## src/rtl/vga_sync_gen.sv

```systemverilog
// 640x480@60 raster timing: pixel-rate divider, h/v counters, registered syncs,
// a visible-area flag and a one-clock frame tick at the start of vertical blanking.
module vga_sync_gen #(
   parameter int CLK_DIV   = 4,
   parameter int H_DISPLAY = 640,
   parameter int H_FRONT   = 16,
   parameter int H_SYNC    = 96,
   parameter int H_BACK    = 48,
   parameter int V_DISPLAY = 480,
   parameter int V_FRONT   = 10,
   parameter int V_SYNC    = 2,
   parameter int V_BACK    = 33
) (
   input  logic       clk,
   input  logic       rst,
   output logic       hsync,
   output logic       vsync,
   output logic       video_on,
   output logic [9:0] pixel_x,
   output logic [9:0] pixel_y,
   output logic       pixel_tick,
   output logic       frame_tick
);

   localparam int H_TOTAL = H_DISPLAY + H_FRONT + H_SYNC + H_BACK;
   localparam int V_TOTAL = V_DISPLAY + V_FRONT + V_SYNC + V_BACK;
   localparam int DIV_W   = (CLK_DIV > 1) ? $clog2(CLK_DIV) : 1;

   localparam logic [DIV_W-1:0] DIV_LAST = DIV_W'(CLK_DIV - 1);
   localparam logic [9:0] H_LAST     = 10'(H_TOTAL - 1);
   localparam logic [9:0] V_LAST     = 10'(V_TOTAL - 1);
   localparam logic [9:0] H_DISP     = 10'(H_DISPLAY);
   localparam logic [9:0] V_DISP     = 10'(V_DISPLAY);
   localparam logic [9:0] H_SYNC_BEG = 10'(H_DISPLAY + H_FRONT);
   localparam logic [9:0] H_SYNC_END = 10'(H_DISPLAY + H_FRONT + H_SYNC);
   localparam logic [9:0] V_SYNC_BEG = 10'(V_DISPLAY + V_FRONT);
   localparam logic [9:0] V_SYNC_END = 10'(V_DISPLAY + V_FRONT + V_SYNC);

   logic [DIV_W-1:0] div_q, div_d;
   logic             pix_tick_q, pix_tick_d;
   logic [9:0]       h_q, h_d;
   logic [9:0]       v_q, v_d;
   logic             hsync_q, hsync_d;
   logic             vsync_q, vsync_d;
   logic             video_on_q, video_on_d;
   logic             frame_tick_q, frame_tick_d;

   // Next-state logic; the sync/video/frame flags decode the next counts so they
   // switch on the very edge the counters do.
   always_comb begin
      div_d        = div_q;
      pix_tick_d   = 1'b0;
      h_d          = h_q;
      v_d          = v_q;
      hsync_d      = 1'b1;
      vsync_d      = 1'b1;
      video_on_d   = 1'b0;
      frame_tick_d = 1'b0;
      if (rst) begin
         div_d        = '0;
         pix_tick_d   = 1'b0;
         h_d          = 10'd0;
         v_d          = 10'd0;
         hsync_d      = 1'b1;
         vsync_d      = 1'b1;
         video_on_d   = 1'b0;
         frame_tick_d = 1'b0;
      end else begin
         pix_tick_d = (div_q == DIV_LAST);
         if (div_q == DIV_LAST) begin
            div_d = '0;
         end else begin
            div_d = div_q + 1'b1;
         end

         if (pix_tick_q) begin
            if (h_q == H_LAST) begin
               h_d = 10'd0;
               if (v_q == V_LAST) begin
                  v_d = 10'd0;
               end else begin
                  v_d = v_q + 10'd1;
               end
            end else begin
               h_d = h_q + 10'd1;
            end
         end else begin
            h_d = h_q;
            v_d = v_q;
         end

         hsync_d    = !((h_d >= H_SYNC_BEG) && (h_d < H_SYNC_END));
         vsync_d    = !((v_d >= V_SYNC_BEG) && (v_d < V_SYNC_END));
         video_on_d = (h_d < H_DISP) && (v_d < V_DISP);
         // Only an advancing edge can land on (0,V_DISPLAY), so this fires once per frame.
         frame_tick_d = pix_tick_q && (h_d == 10'd0) && (v_d == V_DISP);
      end
   end

   // State and output registers; reset is folded into the next-state logic.
   always_ff @(posedge clk) begin
      div_q        <= div_d;
      pix_tick_q   <= pix_tick_d;
      h_q          <= h_d;
      v_q          <= v_d;
      hsync_q      <= hsync_d;
      vsync_q      <= vsync_d;
      video_on_q   <= video_on_d;
      frame_tick_q <= frame_tick_d;
   end

   assign hsync      = hsync_q;
   assign vsync      = vsync_q;
   assign video_on   = video_on_q;
   assign pixel_x    = h_q;
   assign pixel_y    = v_q;
   assign pixel_tick = pix_tick_q;
   assign frame_tick = frame_tick_q;

endmodule
```

## config.mk

```make
export PLATFORM = sky130hd
export DESIGN_NAME = vga_sync_gen
export DESIGN_NICKNAME = d
export VERILOG_FILES = /design/src/rtl/vga_sync_gen.sv
export SDC_FILE = /design/constraint.sdc
export NUM_CORES = 1
export LEC_CHECK = 0
export ABC_AREA = 0
export CELL_PAD_IN_SITES_DETAIL_PLACEMENT = 2
export CELL_PAD_IN_SITES_GLOBAL_PLACEMENT = 2
export CORE_MARGIN = 1.5
export CORE_UTILIZATION = 30
export CTS_CLUSTER_SIZE = 16
export DETAILED_ROUTE_END_ITERATION = 6
export HOLD_SLACK_MARGIN = 0.05
export PLACE_DENSITY = 0.83
export SYNTH_ARGS = -nofsm -noshare
export SYNTH_HDL_FRONTEND = slang
export SYNTH_SLANG_ARGS = --single-unit
```

## constraint.sdc

```tcl
create_clock -name clk -period 2.2 [get_ports clk]
set_clock_uncertainty 0.05 [all_clocks]
set_input_delay 0.66 -clock clk [delete_from_list [all_inputs] [get_ports clk]]
set_output_delay 0.66 -clock clk [all_outputs]
set_load 0.02 [all_outputs]
```

==> flow_summary.rst, run 1 <==
.. list-table::
   :header-rows: 1

   * - Metric
     - Value
   * - Overall die area
     - 5650 um^2
   * - Filler instances
     - slightly below 600
   * - Count of max-cap constraint violations
     - 0
   * - Internal power component
     - roughly 640 uW
   * - Switching part of the total
     - about 23%
   * - CTS clk-pin slew, worst paths
     - approximately 0.10 ns
   * - Most common cell after layout, fill and taps aside
     - sky130_fd_sc_hd__clkdlybuf4s50_1
   * - Share of the core filled with cells
     - approximately two fifths
   * - Routed WL
     - approximately 4800 um
   * - Overall power consumption
     - around 840 uW
   * - Minimum setup slack in the final design
     - approximately 0.075 ns
   * - Core Region
     - just over 5000 um^2
   * - # diodes
     - 0
   * - Global-route wire length before repair
     - between 7000 and 8000 um
   * - Worst hold start
     - div_q[0]
   * - Worst hold path depth
     - 1
   * - Highest metal layer with signal wires
     - met4
   * - Synthesized area per cell
     - 8.01 um^2
   * - Data arrival time at the worst-slack endpoint
     - 1.42 ns
   * - Post-Synthesis Cell Area
     - 1560 um^2
   * - Power density of the placed cells
     - about 420 nW/um^2
   * - Sequential group share of total power
     - 59.6%
   * - GPL Wtd Cong
     - 0.830
   * - Met1 routed wirelength after detailed routing
     - ~2400 um
   * - Max Fanout on Critical Path
     - 10
   * - Worst reg2reg path depth
     - 8
   * - Final hold violations
     - 0
   * - Combined global-route utilization of all metal layers
     - 18.3%
   * - Number of clock sinks
     - 27
   * - Sort of element at the start of the critical path
     - flop
   * - Number of nets in the finished design
     - approximately 230
   * - Fin. max-slew vios
     - 0
   * - I/O pin count
     - 27
   * - Combined flip-flop and latch cell area
     - 548 um^2
   * - Final antenna-violating net count
     - 0
   * - Final number of setup-violating endpoints
     - 0
   * - Total leakage power
     - between 0.0007 and 0.0008 uW
   * - Initial core utilization
     - a little under a third
   * - Final HPWL from detailed placement
     - 3580 um
   * - Comb power frac
     - between 4 and 5%
   * - Setup Crit Path Kind
     - reg -> out
   * - Initial detailed-routing violation count
     - 79
   * - Clk buf depth
     - 2
   * - Syn-to-layout area delta
     - 28.2%
   * - DR vias
     - between 1.5k and 2k
   * - Total clock buffers created by CTS
     - 3
   * - Fin crit period
     - around 2.1 ns
   * - TritonCTS clock tree
     - built
   * - Total length of routed met2 wires
     - between 2000 and 2500 um
   * - Type of the worst min-delay path
     - reg -> reg
   * - Clock network fraction of total power
     - 35.7%
   * - Ordered cell list for the critical path
     - buf_4 > clkdlybuf4s50_1
   * - Seq cells post-synth
     - 27
   * - Dpl ws
     - between 0.09 and 0.1 ns
   * - Drt wl/cell
     - 16.5 um
   * - Number of unique standard cell types used by synthesis
     - 45
   * - Cell count after synthesis
     - a little under 200
   * - Power dissipated by switching net loads
     - 192 uW
   * - Hold Path Sink
     - div_q[0]
   * - Post-route DRC
     - 0
   * - Run status
     - finished, final reports clean
   * - Die height
     - between 70 and 80 um
   * - Number of buffers added on ports
     - 26
   * - Drt via density
     - approximately 5.2
   * - Fmax achieved
     - roughly 0.47 GHz
   * - Critical path capture point type
     - output pin
   * - Cell Count, Final, Fillers Out
     - ~290
   * - Endpoint of the worst register-to-register path
     - frame_tick
   * - Number of rows in the core area
     - 26
   * - Inst Count DP
     - 290
   * - Pin count of the biggest net entering global routing
     - 16
   * - Tcrit/Tclk final
     - a little over nine tenths
   * - Delay of the slowest cell on the worst path
     - around 0.62 ns
   * - Fraction of final layout cells with drive strength greater than 1
     - between 10% and 20%
   * - Clock root buffer
     - sky130_fd_sc_hd__clkbuf_8
   * - Portion of the post-synthesis area used by sequential elements
     - between 30% and 40%
   * - Antenna violations before repair
     - 0
   * - Syn Nets
     - around 200
   * - Chip Width
     - around 75 um
   * - R2r setup slk
     - 0.14 ns
   * - Remaining max-slew budget at the tightest pin
     - roughly three quarters
   * - Critical path's slowest cell
     - sky130_fd_sc_hd__clkdlybuf4s50_1
   * - Met3 wirelength from detailed routing
     - 126 um
   * - Most frequent cells in the layout
     - sky130_fd_sc_hd__clkdlybuf4s50_1, sky130_fd_sc_hd__dfxtp_1, sky130_fd_sc_hd__nor2_1
   * - Unrepaired setup endpoints after global routing
     - yes
   * - Post-Route Setup TNS
     - 0 ns
   * - Launch instance of the worst register-to-register path
     - pixel_y[0]
   * - Gr ovfl total
     - 0
   * - Vias in the first global route
     - roughly 1.5k
   * - VDD IR-drop max
     - roughly 220 uV
   * - First-pass detailed-route iteration total
     - 4
   * - Total number of yosys warnings
     - 0
   * - Total number of H-tree levels
     - 1
   * - Clock Latency Late Sink
     - approximately 0.28 ns
   * - Multi-input gate area in the final layout
     - ~930 um^2
   * - Required @ worst endpoint
     - around 1.5 ns
   * - Slew @ Worst Pin
     - 0.350 ns
[routing by layer]
metal	GRT usage, %	vias up
li1	-	756
met1	26.3	747
met2	28.8	26
met3	2.41	9
met4	5.36	0
met5	0	-
[stage by stage]
step | cell area (um^2) | hold WS, ns
2_1_floorplan | 1560 | 0.358
3_3_place_gp | 1940 | 0.367
3_5_place_dp | 1940 | 0.392
4_1_cts | 1980 | 0.406
5_1_grt | 2000 | 0.428
6_report | 2000 | 0.401
[state kept, by name, indices dropped and copies added (netlist names)]
name        cells
pixel_tick      1
frame_tick      1
hsync           1
pixel_x        10
video_on        1
div_q           2
pixel_y        10
vsync           1
[critical path, delay by kind of cell (launching register included)]
family                 cells  cell delay (ns)
flip-flops                 1             0.34
buffers and inverters      2             0.80
[kinds of logic after synthesis]
group	count (synthesis)	synth area share [%]
AND/OR/NAND/NOR	94	33.7
AO/OA/AOI/OAI	37	14.2
flip-flops	27	34.6
buffers and inverters	18	5.85
XOR/XNOR	14	7.85
adder cells (fa/ha/maj)	4	3.21
multiplexers	1	0.641
[synthesized netlist by cell type, drive strengths merged]
master | number | share of area [%]
nor4b | 3 | 2.5
clkbuf | 9 | 2.2
and3b | 1 | 0.56
nand3b | 1 | 0.48
a21o | 1 | 0.48
nor2b | 2 | 0.80
nand3 | 8 | 2.6
and3 | 5 | 2.0
a32oi | 1 | 0.56
nor3b | 2 | 0.96
nand4b | 1 | 0.56
nand2 | 15 | 3.8
nor4 | 1 | 0.40
a21oi | 13 | 4.2
xor2 | 9 | 5.0
a41oi | 1 | 0.56
a21boi | 1 | 0.48
o31ai | 2 | 0.96
a31oi | 4 | 1.6
xnor2 | 5 | 2.8
o21ai | 10 | 3.2
nor3 | 15 | 4.8
a41o | 1 | 0.64
or2 | 1 | 0.40
buf | 7 | 3.2
nand2b | 3 | 1.2
and4 | 4 | 2.4
a211o | 1 | 0.56
mux2i | 1 | 0.64
inv | 2 | 0.48
and4b | 1 | 0.64
o41ai | 1 | 0.56
o22ai | 1 | 0.40
dfxtp | 27 | 35
and2 | 2 | 0.80
ha | 4 | 3.2
nand4 | 7 | 3.2
nor2 | 20 | 4.8
or3 | 2 | 0.80
[timing repair]
item / 4_1_cts / 5_1_grt
pin swaps: 0 / 0
gates resized for setup: 1 / 10
setup endpoints to repair: 1 / 10
setup buffers: 0 / 0
hold buffers: 0 / 0
[cell type report]
class	instances	area share, %
inverter	2	0.375
sequential	27	27.4
timing repair buffer	41	19.0
clock buffer	4	2.25
tap	70	4.38
multi-input combinational	150	46.6
[worst max path at each step]
stage / endpoint / slack [ns] / depth (start not counted) / from
6_report: pixel_tick / 0.07 / 2 / pixel_tick
2_1_floorplan: vsync / 0.18 / 9 / pixel_y[0]
3_5_place_dp: vsync / 0.1 / 8 / pixel_y[0]
4_1_cts: pixel_y[0] / 0.006 / 1 / pixel_y[0]
5_1_grt: frame_tick / -0.004 / 8 / pixel_y[0]
3_3_place_gp: vsync / 0.20 / 8 / pixel_y[0]
[power by group through the flow]
| stage | logic [uW] | clock network [uW] | registers (uW) |
|---|---|---|---|
| finish | 39.4 | 299 | 498 |
| global route | 43.8 | 332 | 499 |
| CTS | 40.4 | 312 | 499 |
| detailed placement | 40.3 | 0 | 510 |
| global placement | 38.8 | 0 | 510 |
| floorplan | 19.9 | 0 | 513 |
Power figures use the tool's default switching activity.
==> inputs of run 2 (changes only) <==
--- a/config.mk
+++ b/config.mk
@@ -13,7 +13,7 @@
 export CTS_CLUSTER_SIZE = 16
 export DETAILED_ROUTE_END_ITERATION = 6
 export HOLD_SLACK_MARGIN = 0.05
-export PLACE_DENSITY = 0.83
+export PLACE_DENSITY_LB_ADDON = 0.1
 export SYNTH_ARGS = -nofsm -noshare
 export SYNTH_HDL_FRONTEND = slang
 export SYNTH_SLANG_ARGS = --single-unit
==> flow_summary.rst, run 2 (synthesis results as in run 1) <==
.. list-table::
   :header-rows: 1

   * - Metric
     - Value
   * - Cell area reported after detailed placement
     - 1940 um^2 (unchanged)
   * - Type of the worst min-delay path
     - reg -> reg (unchanged)
   * - VDD IR-drop max
     - 249 uV (was 216 uV)
   * - Total leakage power
     - 0.000743 uW (was 0.000765 uW)
   * - Final number of setup-violating endpoints
     - 0 (unchanged)
   * - Die height
     - 75.1 um (unchanged)
   * - Clk buf depth
     - 2 (unchanged)
   * - Slew @ Worst Pin
     - 0.371 ns (was 0.350 ns)
   * - Final antenna-violating net count
     - 0 (unchanged)
   * - Chip Width
     - 75.1 um (unchanged)
   * - Setup Fix Bufs, Post-CTS
     - 0 (unchanged)
   * - Power density of the placed cells
     - 417 nW/um^2 (was 418 nW/um^2)
   * - Minimum setup slack in the final design
     - 0.0468 ns (was 0.0750 ns)
   * - Syn-to-layout area delta
     - 28.8% (was 28.2%)
   * - Number of buffers inserted for hold repair after clock tree synthesis
     - 0 (unchanged)
   * - TritonCTS clock tree
     - built (unchanged)
   * - CTS clk-pin slew, worst paths
     - 0.11 ns (was 0.10 ns)
   * - Routed WL
     - 5140 um (was 4850 um)
   * - Most common cell after layout, fill and taps aside
     - sky130_fd_sc_hd__clkdlybuf4s50_1 (unchanged)
   * - Delay of the slowest cell on the worst path
     - 0.62 ns (about the same)
   * - Number of nets in the finished design
     - 231 (unchanged)
   * - Initial detailed-routing violation count
     - 79 (unchanged)
   * - Total number of H-tree levels
     - 1 (unchanged)
   * - Clock Latency Late Sink
     - 0.28 ns (about the same)
   * - Run status
     - finished, final reports clean (unchanged)
   * - Overall die area
     - 5650 um^2 (unchanged)
   * - Fin crit period
     - 2.15 ns (was 2.13 ns)
   * - DR vias
     - 1577 (was 1538)
   * - Pin count of the biggest net entering global routing
     - 18 (was 16)
   * - Clock root buffer
     - sky130_fd_sc_hd__clkbuf_8 (unchanged)
   * - Global-route wire length before repair
     - 8470 um (was 7790 um)
   * - Fin. max-slew vios
     - 0 (unchanged)
   * - Sort of element at the start of the critical path
     - flop (unchanged)
   * - Combined global-route utilization of all metal layers
     - 19.6% (was 18.3%)
   * - Most frequent cells in the layout
     - sky130_fd_sc_hd__clkdlybuf4s50_1, sky130_fd_sc_hd__dfxtp_1, sky130_fd_sc_hd__nor2_1 (unchanged)
   * - Count of max-cap constraint violations
     - 0 (unchanged)
   * - Total clock buffers created by CTS
     - 3 (unchanged)
   * - Critical path capture point type
     - output pin (unchanged)
   * - I/O pin count
     - 27 (unchanged)
   * - Post-route DRC
     - 0 (unchanged)
   * - Setup Crit Path Kind
     - reg -> out (unchanged)
   * - Fraction of final layout cells with drive strength greater than 1
     - 15.6% (was 14.3%)
   * - Gr ovfl total
     - 0 (unchanged)
   * - Final hold violations
     - 0 (unchanged)
   * - Max Fanout on Critical Path
     - 10 (unchanged)
   * - Number of buffers added on ports
     - 26 (unchanged)
   * - Antenna violations before repair
     - 0 (unchanged)
   * - Data arrival time at the worst-slack endpoint
     - 1.44 ns (was 1.42 ns)
   * - Unrepaired setup endpoints after global routing
     - no (was yes)
   * - Number of rows in the core area
     - 26 (unchanged)
   * - Fmax achieved
     - 0.464 GHz (was 0.471 GHz)
   * - Drt wl/cell
     - 17.5 um (was 16.5 um)
   * - Tcrit/Tclk final
     - 97.9% (was 96.6%)
   * - Number of clock sinks
     - 27 (unchanged)
   * - # diodes
     - 0 (unchanged)
   * - Dpl ws
     - 0.00718 ns (was 0.0993 ns)
   * - First-pass detailed-route iteration total
     - 4 (unchanged)
   * - Final HPWL from detailed placement
     - 3950 um (was 3580 um)
   * - Post-Route Setup TNS
     - 0 ns (unchanged)
   * - Ordered cell list for the critical path
     - buf_4 > clkdlybuf4s50_1 (unchanged)
   * - Remaining max-slew budget at the tightest pin
     - 75.1% (was 76.5%)
   * - Initial core utilization
     - 30.8% (unchanged)
   * - Vias in the first global route
     - 1591 (was 1493)
   * - Critical path's slowest cell
     - sky130_fd_sc_hd__clkdlybuf4s50_1 (unchanged)
   * - Total non-filler cell area in the finished layout
     - 2010 um^2 (was 2000 um^2)
   * - Drt via density
     - 5.36 (was 5.23)
   * - Core Region
     - 5070 um^2 (unchanged)
   * - Required @ worst endpoint
     - 1.49 ns (about the same)
   * - GPL Wtd Cong
     - 0.844 (was 0.830)
## run 2: area by class of cell
cell class | count | area [um^2]
Fill cell | 579 | 3060
Multi-Input combinational cell | 150 | 940
Sequential cell | 27 | 548
Timing Repair Buffer | 41 | 378
Tap cell | 70 | 87.6
Clock buffer | 3 | 41.3
Clock inverter | 1 | 8.76
Inverter | 2 | 7.51
## run 2: critical path: cells and delay by family, from the launching register on
| family | cells | cell delay [ns] |
|---|---|---|
| flops | 1 | 0.35 |
| buf+inv | 2 | 0.81 |
## run 2: what timing repair did
item / 4_1_cts / 5_1_grt
gates resized for setup: 2 / 11
endpoints found under the hold margin: 0 / 0
setup endpoints to repair: 2 / 11
## run 2: final timing paths
check	slack (ns)	end	cells past startpoint	from
worst min-delay path	0.39	div_q[0]	1	div_q[0]
worst max-delay path	0.05	pixel_tick	2	pixel_tick
worst min register to register	0.39	div_q[0]	1	div_q[0]
worst max register to register	0.13	video_on	6	pixel_x[1]
## run 2: per-layer routing
layer  track usage (%)  routed length, um  up-vias
met5                 0                  0        -
met3              3.75                127        2
met1              28.0               2560      797
met4              2.98                 22        0
met2              31.5               2430       22
li1                  -                  -      756
## run 2: power breakdown
| part | switching, uW | total [uW] | internal, uW |
|---|---|---|---|
| combinational | 21.3 | 40.1 | 18.7 |
| clock | 167 | 300 | 133 |
| sequential | 2.85 | 498 | 496 |
| total | 191 | 838 | 647 |
## run 2: stage by stage
step	hold WS [ns]	std cells	utilization (%)	total power (uW)
floorplan	0.358	195	-	533
global placement	0.365	290	38.2	549
detailed placement	0.380	290	38.2	551
CTS	0.398	294	39.3	858
global route	0.407	294	39.6	880
finish	0.391	294	39.6	838
